File: src/rtl/pipe_alu_regmem_if.sv
// Operation/result bus for pipe_alu_regmem. The master side issues operations and
// debug addresses; the slave side is the pipeline.
interface pipe_alu_regmem_if #(
    parameter int DW     = 16,
    parameter int NREG   = 16,
    parameter int MDEPTH = 256
);
    localparam int RA = $clog2(NREG);
    localparam int MA = $clog2(MDEPTH);

    // Handshake: an operation is taken on a rising edge where in_valid && in_ready.
    // in_ready is simply ~hold; while hold is high nothing anywhere in the pipe moves.
    logic          in_valid;
    logic          in_ready;
    logic          hold;
    logic [RA-1:0] rs1;
    logic [RA-1:0] rs2;
    logic [RA-1:0] rd;
    logic [3:0]    func;
    logic [MA-1:0] addr;

    logic          out_valid;
    logic [DW-1:0] zout;
    logic [RA-1:0] out_rd;
    logic [MA-1:0] out_addr;
    logic          out_err;

    logic [RA-1:0] dbg_raddr;
    logic [DW-1:0] dbg_rdata;
    logic [MA-1:0] dbg_maddr;
    logic [DW-1:0] dbg_mdata;

    modport master (
        output in_valid, hold, rs1, rs2, rd, func, addr, dbg_raddr, dbg_maddr,
        input  in_ready, out_valid, zout, out_rd, out_addr, out_err, dbg_rdata, dbg_mdata
    );

    modport slave (
        input  in_valid, hold, rs1, rs2, rd, func, addr, dbg_raddr, dbg_maddr,
        output in_ready, out_valid, zout, out_rd, out_addr, out_err, dbg_rdata, dbg_mdata
    );
endinterface

File: src/rtl/pipe_alu_regmem.sv
// Three-stage register/ALU/memory pipeline: decode latch, forwarded execute,
// regbank writeback, followed by a result store into memory.
module pipe_alu_regmem #(
    parameter int DW     = 16,
    parameter int NREG   = 16,
    parameter int MDEPTH = 256
) (
    input logic              clk,
    input logic              rst_n,
    pipe_alu_regmem_if.slave bus
);
    localparam int RA = $clog2(NREG);
    localparam int MA = $clog2(MDEPTH);

    logic [DW-1:0] regbank [NREG];
    logic [DW-1:0] mem     [MDEPTH];

    // S1
    logic          v1;
    logic [RA-1:0] rs1_1, rs2_1, rd1;
    logic [3:0]    func1;
    logic [MA-1:0] addr1;
    // S2
    logic          v2;
    logic [DW-1:0] z2;
    logic [RA-1:0] rd2;
    logic [MA-1:0] addr2;
    logic          err2;
    // S3
    logic          v3;
    logic [DW-1:0] z3;
    logic [RA-1:0] rd3;
    logic [MA-1:0] addr3;
    logic          err3;

    logic [DW-1:0] op_a, op_b, alu_z;
    logic          alu_err;
    logic          rs1_ok, rs2_ok, rd2_ok, dbg_r_ok, addr3_ok, dbg_m_ok;

    // Indices at or above a non-power-of-two depth read as 0 and never write.
    if (NREG == (1 << RA)) begin : g_reg_full
        assign rs1_ok   = 1'b1;
        assign rs2_ok   = 1'b1;
        assign rd2_ok   = 1'b1;
        assign dbg_r_ok = 1'b1;
    end else begin : g_reg_part
        assign rs1_ok   = 32'(rs1_1) < NREG;
        assign rs2_ok   = 32'(rs2_1) < NREG;
        assign rd2_ok   = 32'(rd2) < NREG;
        assign dbg_r_ok = 32'(bus.dbg_raddr) < NREG;
    end

    if (MDEPTH == (1 << MA)) begin : g_mem_full
        assign addr3_ok = 1'b1;
        assign dbg_m_ok = 1'b1;
    end else begin : g_mem_part
        assign addr3_ok = 32'(addr3) < MDEPTH;
        assign dbg_m_ok = 32'(bus.dbg_maddr) < MDEPTH;
    end

    // The op in S2 is forwarded; anything older has already reached the bank.
    assign op_a = (v2 && rd2_ok && rd2 == rs1_1) ? z2 : (rs1_ok ? regbank[rs1_1] : '0);
    assign op_b = (v2 && rd2_ok && rd2 == rs2_1) ? z2 : (rs2_ok ? regbank[rs2_1] : '0);

    always_comb begin
        alu_z   = '0;
        alu_err = 1'b0;
        case (func1)
            4'd0:  alu_z = op_a + op_b;
            4'd1:  alu_z = op_a - op_b;
            4'd2:  alu_z = op_a * op_b;
            4'd3:  alu_z = op_a;
            4'd4:  alu_z = op_b;
            4'd5:  alu_z = op_a & op_b;
            4'd6: begin
                if (op_b == '0) begin
                    alu_z   = '1;
                    alu_err = 1'b1;
                end else begin
                    alu_z = op_a / op_b;
                end
            end
            4'd7:  alu_z = op_a ^ op_b;
            4'd8:  alu_z = -op_a;
            4'd9:  alu_z = -op_b;
            4'd10: alu_z = {1'b0, op_a[DW-1:1]};
            4'd11: alu_z = {op_a[DW-2:0], 1'b0};
            4'd12: alu_z = {op_a[DW-1], op_a[DW-1:1]};
            4'd13: alu_z = op_a | op_b;
            4'd14: alu_z = ~op_a;
            4'd15: alu_z = {{(DW-1){1'b0}}, (op_a < op_b)};
            default: alu_z = '0;
        endcase
    end

    always_ff @(posedge clk or negedge rst_n) begin
        if (!rst_n) begin
            v1    <= 1'b0;
            rs1_1 <= '0;
            rs2_1 <= '0;
            rd1   <= '0;
            func1 <= '0;
            addr1 <= '0;
            v2    <= 1'b0;
            z2    <= '0;
            rd2   <= '0;
            addr2 <= '0;
            err2  <= 1'b0;
            v3    <= 1'b0;
            z3    <= '0;
            rd3   <= '0;
            addr3 <= '0;
            err3  <= 1'b0;
        end else if (!bus.hold) begin
            v1    <= bus.in_valid;
            rs1_1 <= bus.rs1;
            rs2_1 <= bus.rs2;
            rd1   <= bus.rd;
            func1 <= bus.func;
            addr1 <= bus.addr;
            v2    <= v1;
            z2    <= alu_z;
            rd2   <= rd1;
            addr2 <= addr1;
            err2  <= alu_err;
            v3    <= v2;
            z3    <= z2;
            rd3   <= rd2;
            addr3 <= addr2;
            err3  <= err2;
        end
    end

    // Storage is never cleared; v2/v3 are already low during and right after reset.
    always_ff @(posedge clk) begin
        if (!bus.hold && v2 && rd2_ok) regbank[rd2] <= z2;
    end

    always_ff @(posedge clk) begin
        if (!bus.hold && v3 && addr3_ok) mem[addr3] <= z3;
    end

    assign bus.in_ready  = ~bus.hold;
    assign bus.out_valid = v3;
    assign bus.zout      = z3;
    assign bus.out_rd    = rd3;
    assign bus.out_addr  = addr3;
    assign bus.out_err   = err3;
    assign bus.dbg_rdata = dbg_r_ok ? regbank[bus.dbg_raddr] : '0;
    assign bus.dbg_mdata = dbg_m_ok ? mem[bus.dbg_maddr] : '0;
endmodule

File: src/flat_wrapper.sv
// flat-port wrapper written by rule: the top's interface ports become plain ports
module pipe_alu_regmem_flat 
#(
    parameter int DW     = 16,
    parameter int NREG   = 16,
    parameter int MDEPTH = 256
)
  (clk, rst_n, bus_in_valid, bus_hold, bus_rs1, bus_rs2, bus_rd, bus_func, bus_addr, bus_dbg_raddr, bus_dbg_maddr, bus_in_ready, bus_out_valid, bus_zout, bus_out_rd, bus_out_addr, bus_out_err, bus_dbg_rdata, bus_dbg_mdata);
  pipe_alu_regmem_if #(.DW(DW), .NREG(NREG), .MDEPTH(MDEPTH)) bus_i ();
  input logic clk;
  input logic rst_n;
  input wire logic [$bits(bus_i.in_valid)-1:0] bus_in_valid;
  input wire logic [$bits(bus_i.hold)-1:0] bus_hold;
  input wire logic [$bits(bus_i.rs1)-1:0] bus_rs1;
  input wire logic [$bits(bus_i.rs2)-1:0] bus_rs2;
  input wire logic [$bits(bus_i.rd)-1:0] bus_rd;
  input wire logic [$bits(bus_i.func)-1:0] bus_func;
  input wire logic [$bits(bus_i.addr)-1:0] bus_addr;
  input wire logic [$bits(bus_i.dbg_raddr)-1:0] bus_dbg_raddr;
  input wire logic [$bits(bus_i.dbg_maddr)-1:0] bus_dbg_maddr;
  output wire logic [$bits(bus_i.in_ready)-1:0] bus_in_ready;
  output wire logic [$bits(bus_i.out_valid)-1:0] bus_out_valid;
  output wire logic [$bits(bus_i.zout)-1:0] bus_zout;
  output wire logic [$bits(bus_i.out_rd)-1:0] bus_out_rd;
  output wire logic [$bits(bus_i.out_addr)-1:0] bus_out_addr;
  output wire logic [$bits(bus_i.out_err)-1:0] bus_out_err;
  output wire logic [$bits(bus_i.dbg_rdata)-1:0] bus_dbg_rdata;
  output wire logic [$bits(bus_i.dbg_mdata)-1:0] bus_dbg_mdata;
  assign bus_i.in_valid = bus_in_valid;
  assign bus_i.hold = bus_hold;
  assign bus_i.rs1 = bus_rs1;
  assign bus_i.rs2 = bus_rs2;
  assign bus_i.rd = bus_rd;
  assign bus_i.func = bus_func;
  assign bus_i.addr = bus_addr;
  assign bus_i.dbg_raddr = bus_dbg_raddr;
  assign bus_i.dbg_maddr = bus_dbg_maddr;
  assign bus_in_ready = bus_i.in_ready;
  assign bus_out_valid = bus_i.out_valid;
  assign bus_zout = bus_i.zout;
  assign bus_out_rd = bus_i.out_rd;
  assign bus_out_addr = bus_i.out_addr;
  assign bus_out_err = bus_i.out_err;
  assign bus_dbg_rdata = bus_i.dbg_rdata;
  assign bus_dbg_mdata = bus_i.dbg_mdata;
  pipe_alu_regmem #(.DW(DW), .NREG(NREG), .MDEPTH(MDEPTH)) u_core (.clk(clk), .rst_n(rst_n), .bus(bus_i));
endmodule
File: config.mk
export PLATFORM = sky130hd
export DESIGN_NAME = pipe_alu_regmem_flat
export DESIGN_NICKNAME = d
export VERILOG_FILES = /design/src/rtl/pipe_alu_regmem_if.sv /design/src/rtl/pipe_alu_regmem.sv /design/src/flat_wrapper.sv
export SDC_FILE = /design/constraint.sdc
export NUM_CORES = 2
export LEC_CHECK = 0
export CAP_MARGIN = 20
export CELL_PAD_IN_SITES_DETAIL_PLACEMENT = 0
export CELL_PAD_IN_SITES_GLOBAL_PLACEMENT = 2
export CORE_MARGIN = 2
export CORE_UTILIZATION = 28
export DETAILED_ROUTE_END_ITERATION = 12
export GPL_TIMING_DRIVEN = 1
export PLACE_DENSITY_LB_ADDON = 0.1
export SLEW_MARGIN = 25
export SYNTH_ARGS = -nofsm -noshare
export SYNTH_HDL_FRONTEND = slang
export SYNTH_MEMORY_MAX_BITS = 65536
export SYNTH_SLANG_ARGS = --single-unit
export TNS_END_PERCENT = 5
File: constraint.sdc
create_clock -name clk -period 40.8 [get_ports clk]
set_clock_uncertainty 0.05 [all_clocks]
set_input_delay 12.24 -clock clk [delete_from_list [all_inputs] [get_ports clk]]
set_output_delay 12.24 -clock clk [all_outputs]
set_load 0.1 [all_outputs]
==> impl_metrics.csv <==
group,metric,value,unit
timing,slew_headroom,24.29,%
logic_synthesis,postSynthCellCount,8932,
layout,layout_commonest_cell,"edfxtp_1",
timing,hold_violations,0,
timing,final-max-slew-violation-count,0,
worst_setup_path,crit_arrival,38.61,ns
global_route,grt_pass1_wl,847700,µm
power_and_ir_drop,max-vdd-ir-drop,0.0002783,V
worst_setup_path,critPathKind,"reg2reg",
logic_synthesis,yosys.area.top_type,"edfxtp_1",
layout,area_delta_synth_final,16.81,%
flow_run,maxCapViolations,0,
global_route,grt_max_degree,170,
logic_synthesis,synth_xor_xnor_area_share,0.4774,%
global_route,grt_pass1_vias,99180,
detailed_routing,viasPerCell,5.032,
clock_network,clock-root-buffer,"clkbuf_16",
outcome,outcome,"completed",
detailed_routing,drc,0,
timing,tightest_slew,1.136,ns
timing,finalSetupViolations,0,
timing,finalCritPeriodShare,92.61,%
hold_path,hold_class,"reg2reg",
detailed_routing,routed_wl,620900,µm
logic_synthesis,seq_area_frac_synth,70.97,%
logic_synthesis,synth-seq-cells,4437,
placed_design,postPlaceCellArea,201900,µm²
worst_setup_path,cp.buffers_inverters,6,
logic_synthesis,synth_top_family_by_area,"multiplexers",
floorplanning,io-pin-count,103,
layout,layout_common_cells,"edfxtp_1 (4,352), mux4_2 (1,561), clkbuf_16 (533), buf_4 (473), nor2_1 (339)",
logic_synthesis,ys_warn_count,0,
logic_synthesis,syn_area,187100,µm²
logic_synthesis,synth-compound-area-share,2.209,%
detailed_routing,detail-route-antenna-nets,0,
placed_design,hpwl,381500,µm
floorplanning,fp.coreArea,666600,µm²
power_and_ir_drop,total_power,13.75,mW
layout,multiInputGateArea,52400,µm²
clock_network,numCtsBuffers,529,
clock_network,clkLatencyLatePin,1.11,ns
layout,final_layout_size_suffix_gt1_share,31.39,%
logic_synthesis,avgSynthCellArea,20.95,µm²
floorplanning,die_y,821.5,µm
floorplanning,die_area,674900,µm²
layout,fillerInstances,63100,
detailed_routing,drtPass1Iterations,6,
logic_synthesis,muxShareOfSynthArea,20.04,%
clock_network,clkTransAtPathRegs,0.06,ns
floorplanning,rows,300,
logic_synthesis,synth_edf_count,4352,
timing,grt_setup_unrepaired,"false",
worst_setup_path,slowest_delay,0.66,ns
detailed_routing,drtIter0Drc,9338,
power_and_ir_drop,p_leak,68.41,nW
logic_synthesis,synth_fa_ha_area_share,2.468,%
timing,hold_slack,0.4322,ns
worst_setup_path,path_max_fanout,26,
clock_network,ctsHoldBuffers,0,
floorplanning,die_w,821.5,µm
worst_setup_path,cp.required,41.62,ns
layout,final_cell_area,218600,µm²
detailed_routing,routedWlPerCell,32.85,µm
layout,nets,9918,
logic_synthesis,synth_top_area_share,69.83,%
logic_synthesis,synthTopCellsByArea,"edfxtp_1 (70%), mux4_2 (19%), ha_1 (1.6%)",
timing,tns,0,ns
clock_network,htreeDepth,6,
placed_design,io_buffers,102,
timing,fin_ws,3.016,ns
floorplanning,initial_core_util,28.07,%
worst_setup_path,crit_top_cell,"o21a_1",
timing,fmax,26.47,MHz
logic_synthesis,synth_nets,9292,
worst_setup_path,startpoint_type,"register",
global_route,grt_use_total,17.95,%
timing,timing.final.crit_period,37.78,ns
placed_design,place_congestion,0.8016,
logic_synthesis,async_reset_ff_share,1.916,%
logic_synthesis,synthFlopType,"edfxtp_1",
worst_setup_path,slowest_stage,"dfrtp_2",
clock_network,clock-sinks,4437,
global_route,grt.overflow.total,0,
logic_synthesis,synth_cell_types,95,
power_and_ir_drop,power.density,62.93,nW/µm²
placed_design,dp_slack,1.538,ns
layout,regArea,132900,µm²
global_route,antenna_found_initial,86,
worst_setup_path,crit_family,"compound AO/OA/AOI/OAI gates",
clock_network,cts_tree,"built",
detailed_routing,vias,95110,
worst_setup_path,endpoint_kind,"register",
logic_synthesis,synth-simple-area-share,2.379,%
clock_network,cts_buffer_depth,4,
-- area by class of cell --
type,count,share of cell area [%]
tap,8909,5.100
clock inverter,261,1.146
inverter,202,0.3469
timing repair buffer,589,2.259
antenna,36,0.04121
sequential,4437,60.79
multi-input combinational,3799,23.97
clock buffer,668,6.343
-- worst register-to-register path, delay by kind of cell, from the launching register on --
family | cells | cell delay (ns)
AOI/OAI and AO/OA | 102 | 22.91
and+or+nand+nor | 19 | 4.56
adders and majority gates | 15 | 4.27
muxes | 11 | 3.78
buffers and inverters | 6 | 1.35
DFF | 1 | 0.66
-- power breakdown --
part	total [mW]	internal [mW]	switching, mW
Sequential	5.66	5.54	0.120
Clock	4.48	2.55	1.94
Combinational	3.61	1.18	2.43
-- stage by stage --
step           std cells  utilization [%]
2_1_floorplan       8932                -
3_3_place_gp       17930            30.29
3_5_place_dp       17930            30.29
4_1_cts            18860            32.75
5_1_grt            18880            32.78
6_report           18900            32.79
-- Yosys cell counts (11+ instances only) --
library cell,number
o211ai_1,29
mux2i_1,77
a221oi_1,18
nor2b_1,25
a21o_1,25
o31ai_1,13
inv_1,190
nand2b_1,19
a22oi_1,26
o21ai_0,124
xor2_1,19
nand3_1,64
mux2_2,113
o31a_1,11
fa_1,82
a31oi_1,16
mux4_1,11
nor4_1,11
mux4_2,1561
and3_1,13
buf_2,15
ha_1,238
nor2_1,470
nand2_1,207
or3_1,18
o21a_1,77
clkbuf_1,367
a211oi_1,22
nor3_1,103
edfxtp_1,4352
dfrtp_1,85
xnor2_1,83
or2_2,15
buf_1,100
a21oi_1,123
nand4_1,28
-- state kept, by name (all words and copies together) (netlist names), 8 cells and up --
name / cells
u_core.mem: 4096
u_core.addr1: 8
u_core.bus.zout: 16
u_core.bus.out_addr: 8
u_core.z2: 16
u_core.addr2: 8
u_core.regbank: 256
-- layer usage --
layer	wire (µm)	GRT usage, %	share of wire [%]
met1	272200	24.72	44
met2	294300	29.09	47
met3	36570	3.404	5.9
met4	17790	5.022	2.9
met5	44	0	0.0071
-- what timing repair did --
item | CTS | global route
setup endpoints to repair | 0 | 1
setup buffers | 0 | 1
gates resized for setup | 0 | 10
-- cell families (layout without fill, tap and decap cells) --
group / count (synthesis) / after routing
adders and majority gates: 320 / 320
DFF: 4437 / 4437
xor gates and xnor gates: 102 / 102
and+or+nand+nor: 1007 / 1007
AOI/OAI and AO/OA: 607 / 607
buffers and inverters: 696 / 1720
other: 0 / 36
muxes: 1763 / 1763
-- final timing paths --
check                           startpoint                 end  slack, ns  depth (start not counted)
hold reg to reg                u_core.err2         u_core.err2       0.43                          2
min in group asynchronous            rst_n        u_core.z2[3]      11.10                          1
setup / recovery           u_core.rs2_1[2]        u_core.z2[0]       3.02                        153
hold / removal                 u_core.err2         u_core.err2       0.43                          2
setup reg to reg           u_core.rs2_1[2]        u_core.z2[0]       3.02                        153
max in group asynchronous            rst_n  u_core.bus.zout[1]      28.13                          2
Power figures use the tool's default switching activity.
